**config.mk**
```make
export PLATFORM = sky130hd
export DESIGN_NAME = rotation_parser_flat
export DESIGN_NICKNAME = d
export VERILOG_FILES = /design/src/rtl/rotation_parser_if.sv /design/src/rtl/rotation_parser.sv /design/src/flat_wrapper.sv
export SDC_FILE = /design/constraint.sdc
export NUM_CORES = 1
export LEC_CHECK = 0
export ABC_AREA = 1
export BUFFER_PORTS_ARGS = -buffer_cell sky130_fd_sc_hd__buf_2
export CORE_MARGIN = 4
export CORE_UTILIZATION = 32
export DETAILED_ROUTE_END_ITERATION = 16
export PLACE_DENSITY = 0.49
export SETUP_SLACK_MARGIN = 0.1
export SLEW_MARGIN = 15
export SYNTH_ARGS = -nofsm -noshare
export SYNTH_HDL_FRONTEND = slang
export SYNTH_SLANG_ARGS = --single-unit
```
**constraint.sdc**
```tcl
create_clock -name clk -period 7.29 [get_ports clk]
set_input_delay 1.0935 -clock clk [delete_from_list [all_inputs] [get_ports clk]]
set_output_delay 1.0935 -clock clk [all_outputs]
set_load 0.005 [all_outputs]
```
**src/rtl/rotation_parser_if.sv**
```systemverilog
// Byte-stream in / rotation-record out handshake bundle for rotation_parser.
// The parser side uses the slave modport; the source/sink environment uses master.
interface rotation_parser_if;
    // Input byte stream
    logic        in_valid;
    logic [7:0]  in_data;
    logic        in_last;
    logic        in_ready;

    // Output rotation records
    logic        out_valid;
    logic [31:0] out_data;
    logic        out_ready;

    modport master (
        output in_valid,
        output in_data,
        output in_last,
        input  in_ready,
        input  out_valid,
        input  out_data,
        output out_ready
    );

    modport slave (
        input  in_valid,
        input  in_data,
        input  in_last,
        output in_ready,
        output out_valid,
        output out_data,
        input  out_ready
    );
endinterface

```
**src/rtl/rotation_parser.sv**
```systemverilog
// Parses ASCII rotation records ("L68", "R48", ...) from a byte stream into
// signed 32-bit rotations. Malformed records are discarded and counted; a
// one-entry output register decouples the parser from the downstream stage.
module rotation_parser #(
    parameter int MAX_DIGITS = 9
) (
    input  logic               clk,
    input  logic               rst,
    rotation_parser_if.slave   bus,
    output logic [15:0]        rec_count,
    output logic [7:0]         err_count,
    output logic               done
);

    typedef enum logic [1:0] {
        IDLE   = 2'd0,
        DIGITS = 2'd1,
        ERR    = 2'd2
    } state_t;

    // Parser state
    state_t      state_reg, state_next;
    logic        sign_reg, sign_next;
    logic [29:0] mag_reg, mag_next;
    logic [3:0]  cnt_reg, cnt_next;

    // Output holding register and status
    logic        out_valid_reg;
    logic [31:0] out_data_reg;
    logic [15:0] rec_count_reg;
    logic [7:0]  err_count_reg;
    logic        done_reg;
    logic        last_pending_reg;   // in_last consumed, its record not yet handed off

    // Per-cycle decisions
    logic        fire;
    logic        load;
    logic        err_inc;
    logic [31:0] load_value;
    logic        out_hs;

    // Byte classes
    logic        is_dir;
    logic        is_digit;
    logic        is_term;
    logic        is_space;

    // Classify the offered byte
    always_comb begin
        is_dir   = (bus.in_data == 8'h4C) || (bus.in_data == 8'h52);
        is_digit = (bus.in_data >= 8'h30) && (bus.in_data <= 8'h39);
        is_term  = (bus.in_data == 8'h0A) || (bus.in_data == 8'h0D) ||
                   (bus.in_data == 8'h2C);
        is_space = (bus.in_data == 8'h20);
    end

    // Accept a byte whenever the holding register can take a result this cycle
    assign bus.in_ready = !done_reg && (!out_valid_reg || bus.out_ready);
    assign fire         = bus.in_valid && bus.in_ready;
    assign out_hs       = out_valid_reg && bus.out_ready;

    // Next-state / datapath decode for the consumed byte, then the implicit
    // terminator that in_last adds after the byte has been processed
    always_comb begin
        state_next = state_reg;
        sign_next  = sign_reg;
        mag_next   = mag_reg;
        cnt_next   = cnt_reg;
        load       = 1'b0;
        err_inc    = 1'b0;

        if (fire) begin
            case (state_reg)
                IDLE: begin
                    if (is_dir) begin
                        sign_next  = (bus.in_data == 8'h4C);
                        mag_next   = 30'd0;
                        cnt_next   = 4'd0;
                        state_next = DIGITS;
                    end else if (is_term || is_space) begin
                        // empty lines and leading spaces are skipped
                        state_next = IDLE;
                    end else begin
                        state_next = ERR;
                        err_inc    = 1'b1;
                    end
                end
                DIGITS: begin
                    if (is_digit && (cnt_reg < 4'(MAX_DIGITS))) begin
                        mag_next = 30'(mag_reg * 30'd10) + {26'd0, bus.in_data[3:0]};
                        cnt_next = cnt_reg + 4'd1;
                    end else if (is_term) begin
                        // a bare direction letter is a malformed record
                        if (cnt_reg != 4'd0) begin
                            load = 1'b1;
                        end else begin
                            err_inc = 1'b1;
                        end
                        state_next = IDLE;
                    end else begin
                        // too many digits, stray direction, space or illegal byte
                        state_next = ERR;
                        err_inc    = 1'b1;
                    end
                end
                ERR: begin
                    if (is_term) begin
                        state_next = IDLE;
                    end
                end
                default: begin
                    state_next = IDLE;
                end
            endcase

            // An explicit terminator already left us in IDLE, so this only
            // acts when the final byte did not close the record itself.
            if (bus.in_last) begin
                case (state_next)
                    DIGITS: begin
                        if (cnt_next != 4'd0) begin
                            load = 1'b1;
                        end else begin
                            err_inc = 1'b1;
                        end
                        state_next = IDLE;
                    end
                    ERR: begin
                        state_next = IDLE;
                    end
                    default: begin
                        state_next = state_next;
                    end
                endcase
            end
        end
    end

    // Sign-apply the accumulated magnitude for the output register
    always_comb begin
        load_value = {2'b00, mag_next};
        if (sign_next) begin
            load_value = -{2'b00, mag_next};
        end
    end

    // FSM and accumulator registers
    always_ff @(posedge clk) begin
        if (rst) begin
            state_reg <= IDLE;
            sign_reg  <= 1'b0;
            mag_reg   <= 30'd0;
            cnt_reg   <= 4'd0;
        end else begin
            state_reg <= state_next;
            sign_reg  <= sign_next;
            mag_reg   <= mag_next;
            cnt_reg   <= cnt_next;
        end
    end

    // One-entry output holding register; a load can coincide with the handshake
    always_ff @(posedge clk) begin
        if (rst) begin
            out_valid_reg <= 1'b0;
            out_data_reg  <= 32'd0;
        end else if (load) begin
            out_valid_reg <= 1'b1;
            out_data_reg  <= load_value;
        end else if (out_hs) begin
            out_valid_reg <= 1'b0;
        end
    end

    // Record counter wraps, error counter saturates
    always_ff @(posedge clk) begin
        if (rst) begin
            rec_count_reg <= 16'd0;
            err_count_reg <= 8'd0;
        end else begin
            if (out_hs) begin
                rec_count_reg <= rec_count_reg + 16'd1;
            end
            if (err_inc && (err_count_reg != 8'hFF)) begin
                err_count_reg <= err_count_reg + 8'd1;
            end
        end
    end

    // End-of-input tracking: done follows the last byte, or the handoff of
    // the record that the last byte completed
    always_ff @(posedge clk) begin
        if (rst) begin
            done_reg         <= 1'b0;
            last_pending_reg <= 1'b0;
        end else begin
            if (fire && bus.in_last) begin
                if (load) begin
                    last_pending_reg <= 1'b1;
                end else begin
                    done_reg <= 1'b1;
                end
            end
            if (last_pending_reg && out_hs) begin
                done_reg         <= 1'b1;
                last_pending_reg <= 1'b0;
            end
        end
    end

    assign bus.out_valid = out_valid_reg;
    assign bus.out_data  = out_data_reg;
    assign rec_count     = rec_count_reg;
    assign err_count     = err_count_reg;
    assign done          = done_reg;

endmodule

```
**src/flat_wrapper.sv**
```systemverilog
// flat-port wrapper written by rule: the top's interface ports become plain ports
module rotation_parser_flat 
#(
    parameter int MAX_DIGITS = 9
)
  (clk, rst, rec_count, err_count, done, bus_in_valid, bus_in_data, bus_in_last, bus_in_ready, bus_out_valid, bus_out_data, bus_out_ready);
  rotation_parser_if bus_i ();
  input  logic clk;
  input  logic rst;
  output logic [15:0] rec_count;
  output logic [7:0] err_count;
  output logic done;
  input wire logic [$bits(bus_i.in_valid)-1:0] bus_in_valid;
  input wire logic [$bits(bus_i.in_data)-1:0] bus_in_data;
  input wire logic [$bits(bus_i.in_last)-1:0] bus_in_last;
  output wire logic [$bits(bus_i.in_ready)-1:0] bus_in_ready;
  output wire logic [$bits(bus_i.out_valid)-1:0] bus_out_valid;
  output wire logic [$bits(bus_i.out_data)-1:0] bus_out_data;
  input wire logic [$bits(bus_i.out_ready)-1:0] bus_out_ready;
  assign bus_i.in_valid = bus_in_valid;
  assign bus_i.in_data = bus_in_data;
  assign bus_i.in_last = bus_in_last;
  assign bus_in_ready = bus_i.in_ready;
  assign bus_out_valid = bus_i.out_valid;
  assign bus_out_data = bus_i.out_data;
  assign bus_i.out_ready = bus_out_ready;
  rotation_parser #(.MAX_DIGITS(MAX_DIGITS)) u_core (.clk(clk), .rst(rst), .bus(bus_i), .rec_count(rec_count), .err_count(err_count), .done(done));
endmodule
```
==> flow_summary.ini, run 1 <==
[global_routing]
grt-ovfl-total = 0
grt_pass1_wl_um = 40200
use_met2_pct = 29.2
grt.total_usage_pct = 17.1
grt_start_max_net_pins = 54
use_met1_pct = 23.1
grt_use_met3_pct = 2.22
grt.busiest_layer = met2
antenna_found_initial = 0
grt_pass1_vias = 7807

[cells_and_area]
drive_gt1_share_pct = 15.6
largest_reg_flops = 32
syn2layout_area_growth_pct = 12.2
final_nets = 1464
final_cell_area_um2 = 9270
post-route-util_pct = 36.6
n_antenna_cell = 0

[worst_setup_path]
reg2reg_depth = 22
r2r-start = u_core.mag_reg[1]
r2r_end = u_core.bus.out_data[31]
worstPathArrival_ps = 4500
crit_required_ps = 7500
critPathKind = reg2reg
startpoint = u_core.mag_reg[1]
cp-start-kind = flip-flop
rrSetupSlack_ps = 3000
endpoint_kind = flip-flop
cp_max_fo = 5

[sta]
fin_crit_ps = 4290
hold_viol_final = 0
clock_skew_ps = 10.7
setup_tns_ps = 0
setup_violations = 0
drv_slew = 0
whs_ps = 467
min_period_over_period_pct = 58.8
layout_setup_ws_ps = 3000
max_freq_mhz = 233
grt_setup_unrepaired = false
max_slew_margin_pct = 46.3
tightest_slew_ps = 804

[yosys]
yosysWarnings = 0
synth.distinct_cells = 50
synth_seq_cells = 96
synth.area.top_cells = dfxtp_1 (23%), nand2_1 (16%), ha_1 (8.9%), inv_1 (7.2%), nor2_1 (7.0%)
synth_xor_area_share_pct = 2.23
synth_edf_count = 0
synthSimpleGateAreaFrac_pct = 41.9
synth_compound_area_share_pct = 13.3
synth_top_family_by_area = simple AND/OR/NAND/NOR gates
synth-adder-area-share_pct = 9.42
muxShareOfSynthArea_pct = 0
async_reset_ff_share_pct = 0
syn_area_um2 = 8270
synth_cells = 1329
avgSynthCellArea_um2 = 6.22
synth_top_area_share_pct = 23.3
synth_flop_cell = dfxtp_1
synth_nets = 1403
yosysTopAreaCell = dfxtp_1
ys_seq_area_share_pct = 23.3

[routing]
first_pass_iters = 5
drc = 0
first_iter_violations = 540
vias = 8277
wl_um = 24400
via_per_inst = 4.80
ant_nets = 0
wl_per_cell_um = 14.2

[clock_tree]
clockBufferDepth = 2
h-tree-depth = 3
cts_tree = done
cts_post_setup_buffers_inserted = 0
insertion_delay_ps = 350
clkTransAtPathRegs_ps = 80
cts_buffers = 9
ctsResizeCount = 0
root_buffer = clkbuf_16
cts_hold_buf = 0
cts_sinks = 96

[floorplan]
die_y_um = 169
pin_count = 72
core_um2 = 25300
die_x_um = 169
rows = 58
dieArea_um2 = 28500
start_util_pct = 32.6

[job]
maxCapViolations = 0

[power]
power.switching_uw = 259
ir_worst_vdd_v = 0.0000957
p_clk_share_pct = 46.2
p_per_area_nw_per_um2 = 118
pwr-share-seq_pct = 48.8
p_comb_share_pct = 5.1
swShare_pct = 23.7
leakage_nw = 4.68
intPower_uw = 833

[min_path]
min_to = u_core.bus.out_data[31]
hold_start = u_core.bus.out_data[31]
min_path_type = reg2reg
whs_path_depth = 2

[run_status]
status = finished, final reports clean

[placement]
place.gp.congestion = 0.847
dp_slack_ps = 2720
dpl_cell_area_um2 = 8960
io_buffers = 71
place_hpwl_um = 19900
final cells by class:
| type | instances | area [um^2] |
|---|---|---|
| Clock buffer | 11 | 253 |
| Tap cell | 330 | 413 |
| Sequential cell | 96 | 1920 |
| Inverter | 187 | 702 |
| Timing Repair Buffer | 75 | 385 |
| Multi-Input combinational cell | 1021 | 5530 |
| Fill cell | 2793 | 16100 |
| Clock inverter | 5 | 61.3 |
critical path, cell delays in order, from the launching register on:
cell and delay, ps:
dfxtp_1 470, ha_1 280, ha_1 260, fa_1 570, nand2_1 70, inv_1 100, nand2_1 60, nor2_1 130
nand3_1 130, nor2_2 170, nand3_2 130, nor2_4 160, nand2_2 90, nor2_1 160, nand2_1 90, nor2_1 370
a21oi_1 120, nand3_1 130, nand2_1 140, nor2_1 130, nand3_1 140, o21ai_1 170, a21oi_1 70
worst max path at each step:
stage,end,slack [ps],depth (start not counted)
after CTS,u_core.bus.out_data[31],2980,23
after detailed placement,u_core.bus.out_data[26],2720,23
after global routing,u_core.bus.out_data[31],2520,23
final,u_core.bus.out_data[31],3000,22
after floorplan,u_core.bus.out_data[29],3740,24
after global placement,u_core.bus.out_data[26],2830,23
synth_stat cells (21+ instances only):
library cell,instances
nor2_1,154
a21oi_1,81
nand2_1,356
inv_1,159
nor2_2,21
dfxtp_1,96
ha_1,59
nand3_1,104
inv_2,28
nand4_1,25
o21ai_0,64
nand2_2,28
logic make-up (layout without fill, tap and decap cells):
kind of cell / after synthesis / count (layout)
AO/OA/AOI/OAI: 188 / 188
XOR/XNOR: 21 / 21
adder cells (fa/ha/maj): 61 / 61
buffers and inverters: 212 / 278
flip-flops: 96 / 96
AND/OR/NAND/NOR: 751 / 751
placed cells by master (no fill, tap or decap), types with 16 or more instances in the layout:
cell	netlist	final
ha_1	59	59
nor2_2	21	21
buf_2	3	71
nor2_4	15	16
dfxtp_1	96	96
inv_1	159	159
a21oi_1	81	81
nand2_2	28	28
nor2_1	154	153
o21ai_0	64	64
nand2_1	356	356
inv_2	28	28
nand4_1	25	25
nand3_1	104	104
nor3_1	18	18
metal layers:
| metal | wire length, um | up-vias |
|---|---|---|
| met2 | 11400 | 122 |
| met3 | 684 | 26 |
| met4 | 441 | 0 |
| met5 | 0 | - |
| met1 | 11900 | 3724 |
| li1 | - | 4405 |
power groups by stage:
stage / clock network [mW] / registers [mW] / logic [mW]
after global routing: 0.542 / 0.534 / 0.0633
after CTS: 0.517 / 0.533 / 0.0561
final: 0.504 / 0.533 / 0.0552
after floorplan: 0 / 0.544 / 0.0382
after global placement: 0 / 0.545 / 0.0554
after detailed placement: 0 / 0.545 / 0.0557
metrics by stage:
step	std cells	power (mW)
after global routing	1725	1.14
after detailed placement	1709	0.601
final	1725	1.09
after global placement	1709	0.600
after CTS	1725	1.11
after floorplan	1329	0.583
Note: power is estimated with default switching activity, not from simulation.
==> run 2: changes to the inputs <==
--- a/config.mk
+++ b/config.mk
@@ -10,7 +10,7 @@
 export CORE_MARGIN = 4
 export CORE_UTILIZATION = 32
 export DETAILED_ROUTE_END_ITERATION = 16
-export PLACE_DENSITY = 0.49
+export PLACE_DENSITY = 0.51
 export SETUP_SLACK_MARGIN = 0.1
 export SLEW_MARGIN = 15
 export SYNTH_ARGS = -nofsm -noshare
==> constraint.sdc (replaced) <==
create_clock -name clk -period 3.93 [get_ports clk]
set_input_delay 0.5895 -clock clk [delete_from_list [all_inputs] [get_ports clk]]
set_output_delay 0.5895 -clock clk [all_outputs]
set_load 0.005 [all_outputs]
==> run 2 against run 1 <==
Effect of this change:
- via count rose by 1.7%
- critical path depth rose by 3
- cell count up 1.6%
- die area unchanged
- non-clock buffer count is 28 higher
- total power rose by 89%
- sequential share of layout area is 0.90 points lower
- design area up 5.8%
- critical endpoint is now u_core.bus.out_data[29]
- largest power group unchanged
==> flow_summary.ini, run 2 (same netlist as run 1, synthesis figures left out) <==
[run_status]
status = finished, final reports clean

[worst_setup_path]
cp_max_fo = 5
rrSetupSlack_ps = 340
critPathKind = reg2reg
worstPathArrival_ps = 3840
r2r_end = u_core.bus.out_data[29]
reg2reg_depth = 25
startpoint = u_core.mag_reg[3]
cp-start-kind = flip-flop
r2r-start = u_core.mag_reg[3]
endpoint_kind = flip-flop
crit_required_ps = 4180

[routing]
wl_um = 24700
drc = 0
wl_per_cell_um = 14.1
ant_nets = 0
first_iter_violations = 470
vias = 8415
first_pass_iters = 5
via_per_inst = 4.80

[placement]
dp_slack_ps = -48.3
place_hpwl_um = 20100
dpl_cell_area_um2 = 9090
place.gp.congestion = 0.869
dpl.cell_count = 1727
io_buffers = 71

[floorplan]
die_y_um = 169
die_x_um = 169
rows = 58
start_util_pct = 32.6
pin_count = 72
core_um2 = 25300
dieArea_um2 = 28500

[sta]
whs_ps = 468
hold_viol_final = 0
fin_crit_ps = 3590
layout_setup_ws_ps = 345
setup_violations = 0
tightest_slew_ps = 1070
max_freq_mhz = 279
grt_setup_unrepaired = false
min_period_over_period_pct = 91.2
drv_slew = 0
max_slew_margin_pct = 28.7
clock_skew_ps = 9.62

[min_path]
whs_path_depth = 2
min_path_type = reg2reg
min_to = u_core.bus.out_data[30]
hold_start = u_core.bus.out_data[30]

[cells_and_area]
final_common_cell = nand2_1
syn2layout_area_growth_pct = 18.7
n_antenna_cell = 0
final_cells = 1753
drive_gt1_share_pct = 22.4
most-common-layout-cells = nand2_1 (341), inv_1 (158), nor2_1 (144)
final_cell_area_um2 = 9810
final_nets = 1492
largest_reg_flops = 32

[power]
leakage_nw = 4.84
ir_worst_vdd_v = 0.000202
p_per_area_nw_per_um2 = 210

[global_routing]
grt_start_max_net_pins = 53
grt_pass1_wl_um = 40300
grt-ovfl-total = 0
grt_pass1_vias = 7887
grt.total_usage_pct = 17.2
antenna_found_initial = 0

[job]
maxCapViolations = 0

[clock_tree]
clkTransAtPathRegs_ps = 70
cts_sinks = 96
cts_tree = done
root_buffer = clkbuf_16
h-tree-depth = 3
cts_buffers = 9
clockBufferDepth = 2
insertion_delay_ps = 350
[run 2: worst max path at each step]
stage | depth (start not counted) | slack, ps | endpoint
final | 25 | 340 | u_core.bus.out_data[29]
after detailed placement | 23 | -50 | u_core.bus.out_data[30]
after global placement | 25 | -10 | u_core.bus.out_data[28]
after floorplan | 25 | 470 | u_core.bus.out_data[29]
after global routing | 23 | 90 | u_core.bus.out_data[28]
after CTS | 23 | 110 | u_core.bus.out_data[30]
[run 2: through the flow]
step | setup TNS (ps) | util, % | power [mW]
5_1_grt | 0 | 38.7 | 2.15
4_1_cts | 0 | 37.2 | 2.10
6_report | 0 | 38.7 | 2.06
2_1_floorplan | 0 | - | 1.08
3_3_place_gp | -13.5 | 35.9 | 1.12
3_5_place_dp | -103 | 35.9 | 1.12
[run 2: layout make-up]
cell class	count	area, um^2
tap	330	413
clock buffer	9	225
timing repair buffer	103	596
multi-input combinational	1021	5830
inverter	187	702
clock inverter	7	101
sequential	96	1950
fill	2767	15500
[run 2: metal layers]
| layer | vias up | part of all wire, % | GRT usage, % |
|---|---|---|---|
| li1 | 4468 | - | - |
| met2 | 125 | 47 | 29.1 |
| met1 | 3796 | 49 | 23.7 |
| met4 | 0 | 1.5 | 3.39 |
| met3 | 26 | 2.6 | 2.27 |
| met5 | - | 0 | 0 |
[run 2: where the power goes]
| group | internal, mW | switching (mW) | total [mW] |
|---|---|---|---|
| clock network | 0.566 | 0.405 | 0.971 |
| logic | 0.0333 | 0.0727 | 0.106 |
| registers | 0.979 | 0.00822 | 0.987 |
[run 2: worst max-delay path: stages, from the launching register on]
cell and delay (ps):
dfxtp_4 370, ha_4 220, ha_4 170, fa_2 560, nand2_1 70, inv_2 70, nand3_2 110, nor2_4 140
nand3_4 110, nor2_4 150, nand2_2 90, nor2_4 110, nand3_1 90, nor2_2 160, nand2_1 70, nand3_1 120
nand2_2 120, nor2_4 150, buf_4 130, nand4_4 100, nand2_2 90, nand2_1 50, nand2_1 50, nand3_1 60
nand2_1 70, inv_1 40
[run 2: timing repair]
action / in CTS / in global routing
endpoints found under the setup margin: 11 / 18
hold buffers: 0 / 0
resized for setup: 4 / 86
setup buffers: 0 / 10
pin swaps: 1 / 14
==> run 3: changes to the inputs <==
--- a/config.mk
+++ b/config.mk
@@ -8,9 +8,9 @@
 export ABC_AREA = 1
 export BUFFER_PORTS_ARGS = -buffer_cell sky130_fd_sc_hd__buf_2
 export CORE_MARGIN = 4
-export CORE_UTILIZATION = 32
+export CORE_UTILIZATION = 45
 export DETAILED_ROUTE_END_ITERATION = 16
-export PLACE_DENSITY = 0.51
+export PLACE_DENSITY = 0.66
 export SETUP_SLACK_MARGIN = 0.1
 export SLEW_MARGIN = 15
 export SYNTH_ARGS = -nofsm -noshare
==> run 3 against run 2 <==
Effect of this change:
- total power rose by 0.37%
- via count about the same
- fmax shrank 0.90%
- largest power group unchanged
- critical path depth decreased by 3
- largest cell class unchanged
- hold slack gained 1.1 ps
==> flow_summary.ini, run 3 (same netlist as run 1, synthesis figures left out) <==
[worst_setup_path]
crit_top_cell = nand2_1
reg2reg_depth = 22
crit_path_max_incr_delay_ps = 540
endpoint_kind = flip-flop
crit_required_ps = 4170
worstPathArrival_ps = 3860
path_cells = ha_4, ha_4, fa_2, nand2_1, inv_2, nand2_1, nor2_2, nand3_2, nor2_4, nand3_2, nor2_4, nor2_1, a21boi_4, nand4_1, nor2_1, nand4_1, o21ai_2, nand2_1, nand2_1, nand3_1, nand2_1, inv_1
crit_slowest_cell = fa_2
cp-start-kind = flip-flop
r2r-start = u_core.mag_reg[1]
cp_max_fo = 5
critPathKind = reg2reg
r2r_end = u_core.bus.out_data[28]
startpoint = u_core.mag_reg[1]
rrSetupSlack_ps = 310

[floorplan]
start_util_pct = 45.9
die_y_um = 144
dieArea_um2 = 20600
rows = 49
core_um2 = 18000
die_x_um = 144
pin_count = 72

[sta]
min_period_over_period_pct = 92.1
grt_setup_unrepaired = false
max_freq_mhz = 276
drv_slew = 0
setup_violations = 0
fin_crit_ps = 3620
max_slew_margin_pct = 49.3
clock_skew_ps = 11.5
setup_tns_ps = 0
tightest_slew_ps = 759
hold_viol_final = 0

[cells_and_area]
final_nets = 1473
most-common-layout-cells = nand2_1 (342), inv_1 (158), nor2_1 (146)
n_fill_cell = 1863
n_antenna_cell = 0
syn2layout_area_growth_pct = 15.1
final_cell_area_um2 = 9510
largest_reg_flops = 32
drive_gt1_share_pct = 20.9
final_common_cell = nand2_1

[job]
maxCapViolations = 0

[clock_tree]
insertion_delay_ps = 340
cts_hold_buf = 0
clockBufferDepth = 2
cts_buffers = 9
cts_sinks = 96
clkTransAtPathRegs_ps = 70
cts_tree = done
h-tree-depth = 3
root_buffer = clkbuf_16

[global_routing]
antenna_found_initial = 0
grt_start_max_net_pins = 61
grt.total_usage_pct = 21.8
grt_pass1_wl_um = 37200
grt_pass1_vias = 7804
grt-ovfl-total = 0

[routing]
first_iter_violations = 524
ant_nets = 0
wl_per_cell_um = 13.7
wl_um = 22300
first_pass_iters = 5
drc = 0
via_per_inst = 5.15
vias = 8418

[run_status]
status = finished, final reports clean

[placement]
dpl_cell_area_um2 = 8870
place_hpwl_um = 17700
io_buffers = 71
place.gp.congestion = 0.899

[power]
leakage_nw = 4.77
p_per_area_nw_per_um2 = 218
ir_worst_vdd_v = 0.000248

[min_path]
min_to = u_core.bus.out_data[31]
hold_start = u_core.bus.out_data[31]
min_path_type = reg2reg
whs_path_depth = 2
## run 3: final cells by class
class                   count  area [um^2]  area share [%]
repair buffers             84          453            4.76
inverters                 187          702            7.38
clock inverters             5         86.3           0.908
clock buffers              11          253            2.66
multi-input cells        1021         5780            60.8
well taps                 229          287            3.01
flip-flops and latches     96         1950            20.5
## run 3: worst max path at each step
stage | end | slack [ps] | cells past startpoint
6_report | u_core.bus.out_data[28] | 310 | 22
5_1_grt | u_core.bus.out_data[28] | 70 | 22
4_1_cts | u_core.bus.out_data[29] | 120 | 25
3_5_place_dp | u_core.bus.out_data[29] | 80 | 25
3_3_place_gp | u_core.bus.out_data[29] | 130 | 21
2_1_floorplan | u_core.bus.out_data[29] | 470 | 25
## run 3: critical path, delay by kind of cell (launching register included)
family,cells,cell delay (ps)
flops,1,380
fa+ha+maj,3,960
compound gates,2,480
buf+inv,2,110
simple gates,15,1570
## run 3: per-stage QoR
stage          hold WS [ps]  worst slack [ps]  std cells  util, %  power, mW
2_1_floorplan           462               474       1329        -       1.08
5_1_grt                 501              68.4       1633     52.8       2.14
6_report                469               312       1633     52.8       2.07
3_5_place_dp            461              75.3       1613     49.2       1.12
3_3_place_gp            455               131       1613     49.2       1.11
4_1_cts                 470               116       1630     51.2       2.09
## run 3: timing repair
| action | 4_1_cts | 5_1_grt |
|---|---|---|
| pin swaps | 3 | 13 |
| setup endpoints to repair | 7 | 15 |
| gates resized for setup | 6 | 76 |
| setup buffers | 1 | 3 |
| gates cloned | 0 | 0 |
## run 3: report_power, final
group / switching [mW] / total [mW] / internal, mW
Sequential: 0.00819 / 0.987 / 0.979
Clock: 0.383 / 0.980 / 0.597
Combinational: 0.0712 / 0.104 / 0.0331
Total: 0.462 / 2.07 / 1.61
## run 3: layer usage
metal | wire, um | GRT usage [%] | vias up | part of all wire, %
li1 | - | - | 4421 | -
met3 | 880 | 3.03 | 45 | 3.9
met5 | 0 | 0 | - | 0
met4 | 747 | 6.49 | 0 | 3.3
met2 | 10100 | 35.9 | 172 | 45
met1 | 10600 | 29.7 | 3780 | 47
